[config.mk]
export PLATFORM = sky130hd
export DESIGN_NAME = pair_capture_flat
export DESIGN_NICKNAME = d
export VERILOG_FILES = /design/src/rtl/pair_capture_if.sv /design/src/rtl/pair_capture.sv /design/src/flat_wrapper.sv
export SDC_FILE = /design/constraint.sdc
export NUM_CORES = 1
export LEC_CHECK = 0
export ABC_CLOCK_PERIOD_IN_PS = 9700
export CAP_MARGIN = 40
export CORE_ASPECT_RATIO = 0.6
export CORE_MARGIN = 2
export CORE_UTILIZATION = 51
export CTS_CLUSTER_SIZE = 20
export DETAILED_ROUTE_END_ITERATION = 10
export GPL_TIMING_DRIVEN = 0
export HOLD_SLACK_MARGIN = 0.15
export PLACE_DENSITY_LB_ADDON = 0.25
export RECOVER_POWER = 100
export SETUP_SLACK_MARGIN = 0.05
export SLEW_MARGIN = 20
export SYNTH_ARGS = -nofsm -noshare
export SYNTH_HDL_FRONTEND = slang
export SYNTH_SLANG_ARGS = --single-unit
[constraint.sdc]
create_clock -name clk -period 9.7 [get_ports clk]
set_clock_uncertainty 0.1 [all_clocks]
set_input_delay 0.97 -clock clk [delete_from_list [all_inputs] [get_ports clk]]
set_output_delay 0.97 -clock clk [all_outputs]
set_load 0.02 [all_outputs]
[src/rtl/pair_capture_if.sv]
// Record stream from pair_capture to the logging side: one indexed response pair per window.
interface pair_capture_if #(
  parameter int OUT_SIZE = 8,
  parameter int IDX_W    = 16
);
  localparam int HW = $clog2(OUT_SIZE + 1);

  logic                rec_valid;
  logic                rec_ready;
  logic [IDX_W-1:0]    rec_idx;
  logic [OUT_SIZE-1:0] rec_out0;
  logic [OUT_SIZE-1:0] rec_out1;
  logic [HW-1:0]       rec_hd;

  modport master (
    output rec_valid, rec_idx, rec_out0, rec_out1, rec_hd,
    input  rec_ready
  );

  modport slave (
    input  rec_valid, rec_idx, rec_out0, rec_out1, rec_hd,
    output rec_ready
  );
endinterface

[src/rtl/pair_capture.sv]
// Samples the monitored output over each two-vector window and queues {idx, out0, out1, hamming distance}.
//   state  | meaning
//   IDLE   | waiting for start; out_in on the start cycle becomes out0
//   SECOND | window open; out_in is out1, record pushed at end of cycle
module pair_capture #(
  parameter int OUT_SIZE = 8,
  parameter int IDX_W    = 16,
  parameter int DEPTH    = 4
) (
  input  logic                clk,
  input  logic                rst,
  input  logic                start,
  input  logic [OUT_SIZE-1:0] out_in,
  pair_capture_if.master      rec,
  output logic                busy,
  output logic                overflow,
  output logic                proto_err
);
  localparam int HW = $clog2(OUT_SIZE + 1);
  localparam int AW = $clog2(DEPTH);
  localparam int CW = $clog2(DEPTH + 1);

  typedef enum logic {IDLE, SECOND} state_t;

  state_t              state, state_nxt;
  logic                latch0, push_req, push_ok, pop, full;
  logic [OUT_SIZE-1:0] out0, diff;
  logic [HW-1:0]       hd;
  logic [IDX_W-1:0]    idx;

  logic [IDX_W-1:0]    mem_idx  [DEPTH];
  logic [OUT_SIZE-1:0] mem_out0 [DEPTH];
  logic [OUT_SIZE-1:0] mem_out1 [DEPTH];
  logic [HW-1:0]       mem_hd   [DEPTH];
  logic [AW-1:0]       wr_ptr, rd_ptr;
  logic [CW-1:0]       count;

  always_ff @(posedge clk or posedge rst) begin
    if (rst) state <= IDLE;
    else     state <= state_nxt;
  end

  always_comb begin
    state_nxt = state;
    latch0    = 1'b0;
    push_req  = 1'b0;
    case (state)
      IDLE: begin
        if (start) begin
          latch0    = 1'b1;
          state_nxt = SECOND;
        end
      end
      SECOND: begin
        push_req  = 1'b1;
        state_nxt = IDLE;
      end
      default: state_nxt = IDLE;
    endcase
  end

  always_comb begin
    diff = out0 ^ out_in;
    hd   = '0;
    for (int i = 0; i < OUT_SIZE; i++) hd = hd + HW'(diff[i]);
  end

  assign busy    = (state == SECOND);
  assign full    = (count == CW'(DEPTH));
  assign pop     = rec.rec_valid && rec.rec_ready;
  // When full, a same-cycle pop frees the head slot, which is exactly where wr_ptr points.
  assign push_ok = push_req && (!full || pop);

  always_ff @(posedge clk or posedge rst) begin
    if (rst) begin
      out0      <= '0;
      idx       <= '0;
      overflow  <= 1'b0;
      proto_err <= 1'b0;
    end else begin
      if (latch0) out0 <= out_in;
      if (state == SECOND) idx <= idx + IDX_W'(1);
      if (push_req && !push_ok) overflow <= 1'b1;
      if (state == SECOND && start) proto_err <= 1'b1;
    end
  end

  always_ff @(posedge clk or posedge rst) begin
    if (rst) begin
      wr_ptr <= '0;
      rd_ptr <= '0;
      count  <= '0;
      for (int i = 0; i < DEPTH; i++) begin
        mem_idx[i]  <= '0;
        mem_out0[i] <= '0;
        mem_out1[i] <= '0;
        mem_hd[i]   <= '0;
      end
    end else begin
      if (push_ok) begin
        mem_idx[wr_ptr]  <= idx;
        mem_out0[wr_ptr] <= out0;
        mem_out1[wr_ptr] <= out_in;
        mem_hd[wr_ptr]   <= hd;
        wr_ptr           <= wr_ptr + AW'(1);
      end
      if (pop) rd_ptr <= rd_ptr + AW'(1);
      count <= count + CW'(push_ok) - CW'(pop);
    end
  end

  assign rec.rec_valid = (count != '0);
  assign rec.rec_idx   = mem_idx[rd_ptr];
  assign rec.rec_out0  = mem_out0[rd_ptr];
  assign rec.rec_out1  = mem_out1[rd_ptr];
  assign rec.rec_hd    = mem_hd[rd_ptr];
endmodule

[src/flat_wrapper.sv]
// flat-port wrapper written by rule: the top's interface ports become plain ports
module pair_capture_flat 
#(
  parameter int OUT_SIZE = 8,
  parameter int IDX_W    = 16,
  parameter int DEPTH    = 4
)
  (clk, rst, start, out_in, busy, overflow, proto_err, rec_rec_valid, rec_rec_idx, rec_rec_out0, rec_rec_out1, rec_rec_hd, rec_rec_ready);
  pair_capture_if #(.OUT_SIZE(OUT_SIZE), .IDX_W(IDX_W)) rec_i ();
  input  logic clk;
  input  logic rst;
  input  logic start;
  input  logic [OUT_SIZE-1:0] out_in;
  output logic busy;
  output logic overflow;
  output logic proto_err;
  output wire logic [$bits(rec_i.rec_valid)-1:0] rec_rec_valid;
  output wire logic [$bits(rec_i.rec_idx)-1:0] rec_rec_idx;
  output wire logic [$bits(rec_i.rec_out0)-1:0] rec_rec_out0;
  output wire logic [$bits(rec_i.rec_out1)-1:0] rec_rec_out1;
  output wire logic [$bits(rec_i.rec_hd)-1:0] rec_rec_hd;
  input wire logic [$bits(rec_i.rec_ready)-1:0] rec_rec_ready;
  assign rec_rec_valid = rec_i.rec_valid;
  assign rec_rec_idx = rec_i.rec_idx;
  assign rec_rec_out0 = rec_i.rec_out0;
  assign rec_rec_out1 = rec_i.rec_out1;
  assign rec_rec_hd = rec_i.rec_hd;
  assign rec_i.rec_ready = rec_rec_ready;
  pair_capture #(.OUT_SIZE(OUT_SIZE), .IDX_W(IDX_W), .DEPTH(DEPTH)) u_core (.clk(clk), .rst(rst), .start(start), .out_in(out_in), .rec(rec_i), .busy(busy), .overflow(overflow), .proto_err(proto_err));
endmodule
==> results_dict.tcl, run 1 <==
set metrics [dict create \
    synth-edff-count 0 \
    start_util 0.523 \
    place_congestion 0.785 \
    drt_pass1_iterations 4 \
    synthTopCellsByArea "dfrtp_1 55%, mux2_2 16%, mux4_2 10%" \
    netlist_area_mm2 0.00807 \
    cp-end-kind "primary output" \
    dp.final_hpwl_mm 11.1 \
    post_cts_resize_count 0 \
    cts_tree "built" \
    syn_inst 503 \
    status "finished, violations left" \
    crit_fanout 10 \
    cts_max_path_buffers 2 \
    synth_top_area_cell "dfrtp_1" \
    critical_path_class "reg2out" \
    syn-num-nets 530 \
    slowest_delay_ns 0.81 \
    wirelength_mm 16.6 \
    r2r_cells 9 \
    finalHoldViolCount 0 \
    clk_pin_slew_worst_paths_ns 0.06 \
    cp.arrival_ns 3.57 \
    antenna_found_initial 0 \
    hold_class "reg2reg" \
    met2_usage 0.303 \
    synth_top_area_share 0.552 \
    portBuffers 51 \
    synth_warnings 0 \
    die_y_um 101 \
    rsz0062_at_grt "false" \
    setup_tns_ns 0 \
    crit_family "buffers and inverters" \
    top_usage_layer "met1" \
    p_total_mw 2.98 \
    avgSynthCellArea_um2 16.0 \
    n_antenna_cell 0 \
    hold_buffers 0 \
    fmax_mhz 216 \
    drc 0 \
    grt_pass1_wl_mm 26.9 \
    grt_max_degree 110 \
    nFillCells 1209 \
    grt_pass1_vias 4716 \
    yosysSeqAreaShare 0.552 \
    critPathBufInv 3 \
    critPathMostFrequentCell "clkbuf_1" \
    mostFrequentLayoutCell "dfrtp_1" \
    rows 35 \
    die_w_um 166 \
    gr-usage-met1 0.329 \
    p_per_area_mw_per_mm2 323 \
    synthFlopType "dfrtp_1" \
    worstMarginPinSlew_ns 3.22 \
    grt_usage 0.212 \
    maxCapViolCount 1 \
    dieArea_mm2 0.0169 \
    synth-async-reset-ratio 1.00 \
    holdWs_ns 0.361 \
    final_cell_mix "178 x dfrtp_1, 116 x mux2_2, 38 x dlygate4sd3_1" \
    setup_viol 0 \
    hold-path-cell-count 1 \
    cp.depth 4 \
    p_leak_nw 4.05 \
    critPathSlowestCell "clkbuf_1" \
    cts_setup_buffers 0 \
    drt-initial-drc-count 291 \
    post_drt_wl_per_cell_um 21.0 \
    preCtsSetupSlack_ns 4.97 \
    relSlewSlack -1.16 \
    period_share 0.478 \
    via_count 4545 \
    cts_max_level 4 \
    overflow 0 \
    drv_slew 70 \
    ir_drop_mv 0.180 \
    critical_path.cell_chain "clkbuf_1 -> clkbuf_1 -> mux4_2 -> dlygate4sd3_1" \
    clock_latency_ns 0.43 \
    cts_root_buf "clkbuf_16" \
    finalWorstSetupSlack_ns 5.06 \
    fin_nets 601 \
    drive_above_1_share 0.331 \
    violations "max-capacitance violations, max-slew violations" \
    cts_buffers 17 \
    pin_count 52 \
    antenna_left 0 \
    dpl.cell_count 758 \
    ys_seq_elements 178 \
    worstPathRequired_ns 8.63 \
    clock-sinks 178 \
    gr-usage-met3 0.0418 \
    synth_cell_type_count 32 \
    stdcell_count 789 \
    viasPerCell 5.76 \
    core_mm2 0.0154 \
    cp-start-kind "flip-flop" \
    area_growth_pct 14.2 \
    fin_crit_ns 4.64 \
]
[worst paths after layout]
check                                           to  slack [ns]        startpoint
worst max-delay path               rec_rec_out0[6]        5.06  u_core.rd_ptr[0]
worst min-delay path              u_core.proto_err        0.36  u_core.proto_err
worst max register to register   u_core.mem_hd[10]        6.04    u_core.out0[1]
worst min register to register    u_core.proto_err        0.36  u_core.proto_err
max in group asynchronous       u_core.mem_idx[12]        6.20               rst
min in group asynchronous          u_core.count[2]        1.84               rst
[stage by stage]
stage          instance area [um2]  utilization
6_report                      9220        0.598
5_1_grt                       9220        0.598
4_1_cts                       9400        0.610
3_5_place_dp                  8870        0.575
3_3_place_gp                  8830        0.573
2_1_floorplan                 8070            -
[routing by layer]
layer	vias up	part of all wire
li1	1977	-
met1	2447	0.52
met2	106	0.43
met3	15	0.040
met4	0	0.012
met5	-	0
[power breakdown]
part           leakage, nW  switching [mW]  internal, mW
logic                 1.55           0.585         0.624
registers             2.23           0.140         0.997
clock network        0.265           0.293         0.340
[registers in the layout, summed over array words and instances, names as in the netlist]
name,flops
u_core.mem_out0,32
u_core.overflow,1
u_core.mem_idx,64
u_core.out0,8
u_core.busy,1
u_core.count,3
u_core.wr_ptr,2
u_core.rd_ptr,2
u_core.mem_hd,16
u_core.idx,16
u_core.mem_out1,32
u_core.proto_err,1
[layout make-up]
cell class	instances	area [um2]	share of cell area
well taps	203	254	0.0276
plain buffers	29	116	0.0126
multi-input cells	284	3270	0.355
flip-flops and latches	178	4450	0.483
repair buffers	52	538	0.0584
clock buffers	19	453	0.0491
inverters	12	46.3	0.00502
clock inverters	12	83.8	0.00910
[cells by family (layout without fill, tap and decap cells)]
kind of cell,Yosys count,after routing,synth area share
flip-flops,178,178,0.552
multiplexers,182,182,0.318
adder cells (fa/ha/maj),15,15,0.0279
buffers and inverters,41,124,0.0262
AND/OR/NAND/NOR,38,38,0.0278
XOR/XNOR,29,29,0.0315
AO/OA/AOI/OAI,20,20,0.0163
[synthesized netlist by cell type, types with 2 or more instances]
cell / instances
a21o_1: 2
nor2_2: 3
nand2_1: 9
nor2_1: 3
mux4_2: 36
buf_6: 4
ha_1: 10
buf_2: 18
nor2b_1: 2
nor4_1: 6
nand3_1: 3
o21ai_0: 8
fa_1: 5
inv_1: 12
buf_1: 4
nor3_1: 2
nand4_1: 6
mux2_4: 30
mux2_2: 116
o31ai_1: 8
xor2_1: 13
dfrtp_1: 178
xnor2_1: 16
Power figures use the tool's default switching activity.
==> run 2, diff against run 1 <==
--- a/config.mk
+++ b/config.mk
@@ -5,7 +5,7 @@
 export SDC_FILE = /design/constraint.sdc
 export NUM_CORES = 1
 export LEC_CHECK = 0
-export ABC_CLOCK_PERIOD_IN_PS = 9700
+export ABC_CLOCK_PERIOD_IN_PS = 4500
 export CAP_MARGIN = 40
 export CORE_ASPECT_RATIO = 0.6
 export CORE_MARGIN = 2
==> constraint.sdc (replaced) <==
create_clock -name clk -period 4.5 [get_ports clk]
set_clock_uncertainty 0.1 [all_clocks]
set_input_delay 0.45 -clock clk [delete_from_list [all_inputs] [get_ports clk]]
set_output_delay 0.45 -clock clk [all_outputs]
set_load 0.02 [all_outputs]
==> run 2 against run 1 <==
  * The flow now finishes without violations
  * Clock-buffer cell count increased by 1
  * Global-route usage increased by 0.63 points
  * Design area increased by 1.7%
  * Register-to-register slack got worse by 5.2 ns
  * Die area unchanged
  * Non-clock buffer count increased by 4
  * Via count decreased by 1.3%
  * Worst hold slack got worse by 0.0074 ns
  * Power increased by 130%
  * Core utilization increased by 1.0 points
  * Critical path depth unchanged
  * Critical path type unchanged
==> results_dict.tcl, run 2 (synthesis gave the netlist of run 1 again) <==
set metrics [dict create \
    die_y_um 101 \
    pin_count 52 \
    cts_max_level 4 \
    cts_max_path_buffers 2 \
    die_w_um 166 \
    hold-path-cell-count 1 \
    cp-start-kind "flip-flop" \
    viasPerCell 5.66 \
    worstPathRequired_ns 3.95 \
    rsz0062_at_grt "false" \
    hold_class "reg2reg" \
    start_util 0.523 \
    final_cell_mix "178 x dfrtp_1, 116 x mux2_2, 36 x mux4_2" \
    dp.final_hpwl_mm 11.5 \
    rows 35 \
    core_mm2 0.0154 \
    finalHoldViolCount 0 \
    grt_pass1_wl_mm 27.7 \
    hold_buffers 0 \
    cp-end-kind "primary output" \
    dieArea_mm2 0.0169 \
    area_growth_pct 16.2 \
    fin_crit_ns 3.94 \
    switchingPower_mw 2.22 \
    cts_buffers 17 \
    drt-initial-drc-count 215 \
    clock-sinks 178 \
    nFillCells 1210 \
    drc 0 \
    portBuffers 51 \
    post_cts_resize_count 0 \
    period_share 0.877 \
    regMostFlops "u_core.mem_idx" \
    worst_hold_startpoint "u_core.proto_err" \
    ir_drop_mv 0.411 \
    post_drt_wl_per_cell_um 21.2 \
    grt_usage 0.218 \
    relSlewSlack 0.0481 \
    n_antenna_cell 0 \
    place_congestion 0.780 \
    drv_slew 0 \
    worstMarginPinSlew_ns 1.43 \
    r2r_cells 9 \
    timing.rr.start "u_core.out0[1]" \
    clk_pin_slew_worst_paths_ns 0.07 \
    status "completed" \
    overflow 0 \
    setup_tns_ns 0 \
    drive_above_1_share 0.336 \
    largest_register_ffs 64 \
    critical_path_class "reg2out" \
    setup_viol 0 \
    grt_max_degree 35 \
    p_int_mw 4.53 \
    r2r_end "u_core.mem_hd[10]" \
    cts_tree "built" \
    p_total_mw 6.75 \
    cp-startpoint "u_core.rd_ptr[0]" \
    preCtsSetupSlack_ns 0.347 \
    cts_setup_buffers 0 \
    fin_nets 605 \
    r2r_slack_ns 0.81 \
    crit_fanout 10 \
    seqPwrFrac 0.364 \
    maxCapViolCount 0 \
    swShare 0.329 \
    antenna_left 0 \
    fmax_mhz 254 \
    hold_end "u_core.proto_err" \
    mostFrequentLayoutCell "dfrtp_1" \
    via_count 4488 \
    antenna_found_initial 0 \
    finalWorstSetupSlack_ns 0.556 \
    cp.arrival_ns 3.39 \
    grt_pass1_vias 4853 \
    p_leak_nw 4.11 \
    p_per_area_mw_per_mm2 721 \
    clkPwrFrac 0.248 \
    drt_pass1_iterations 4 \
    cts_root_buf "clkbuf_16" \
    wirelength_mm 16.8 \
    clock_latency_ns 0.42 \
    largest_registers "u_core.mem_idx x64, u_core.mem_out0 x32, u_core.mem_out1 x32" \
    power_frac_comb 0.388 \
]
[run 2: routing by layer]
layer  track usage  routed length (um)  vias to the layer above
met3        0.0477                 510                       16
met1         0.320                8450                     2412
met4        0.0584                 186                        0
met5             0                   0                        -
li1              -                   -                     1980
met2         0.337                7680                       80
[run 2: how the worst max path moves through the flow]
stage                          to  slack (ns)
2_1_floorplan   u_core.mem_hd[10]        1.12
3_3_place_gp   u_core.mem_idx[40]        0.36
3_5_place_dp    u_core.mem_hd[14]        0.35
4_1_cts         u_core.mem_hd[10]        0.76
5_1_grt           rec_rec_idx[11]        0.27
6_report          rec_rec_idx[11]        0.56
[run 2: cell type report]
class	instances	area (um2)	share of cell area
inverters	12	46.3	0.00494
clock buffers	20	467	0.0498
well taps	203	254	0.0271
clock inverters	11	198	0.0211
multi-input cells	284	3270	0.349
repair buffers	56	564	0.0602
plain buffers	29	118	0.0126
flip-flops and latches	178	4450	0.475
[run 2: worst max-delay path: stages, from the launching register on]
cell	delay (ns)
dfrtp_1	0.34
clkbuf_1	0.74
clkbuf_1	0.70
mux4_2	0.64
clkdlybuf4s50_1	0.56
[run 2: power groups by stage]
stage / clock network [mW] / logic (mW) / registers [mW]
finish: 1.67 / 2.62 / 2.46
global placement: 0 / 2.74 / 2.44
detailed placement: 0 / 2.83 / 2.49
floorplan: 0 / 1.96 / 2.38
CTS: 1.69 / 2.85 / 2.47
global route: 1.77 / 2.83 / 2.53
[run 2: stage by stage]
stage                     std cells   util  hold slack [ns]  instance area [um2]
after floorplan                 503      -            0.371                 8070
after global placement          757  0.573            0.338                 8840
after detailed placement        762  0.580            0.344                 8940
after CTS                       793  0.623            0.330                 9600
after global routing            793  0.608            0.379                 9370
final                           793  0.608            0.354                 9370
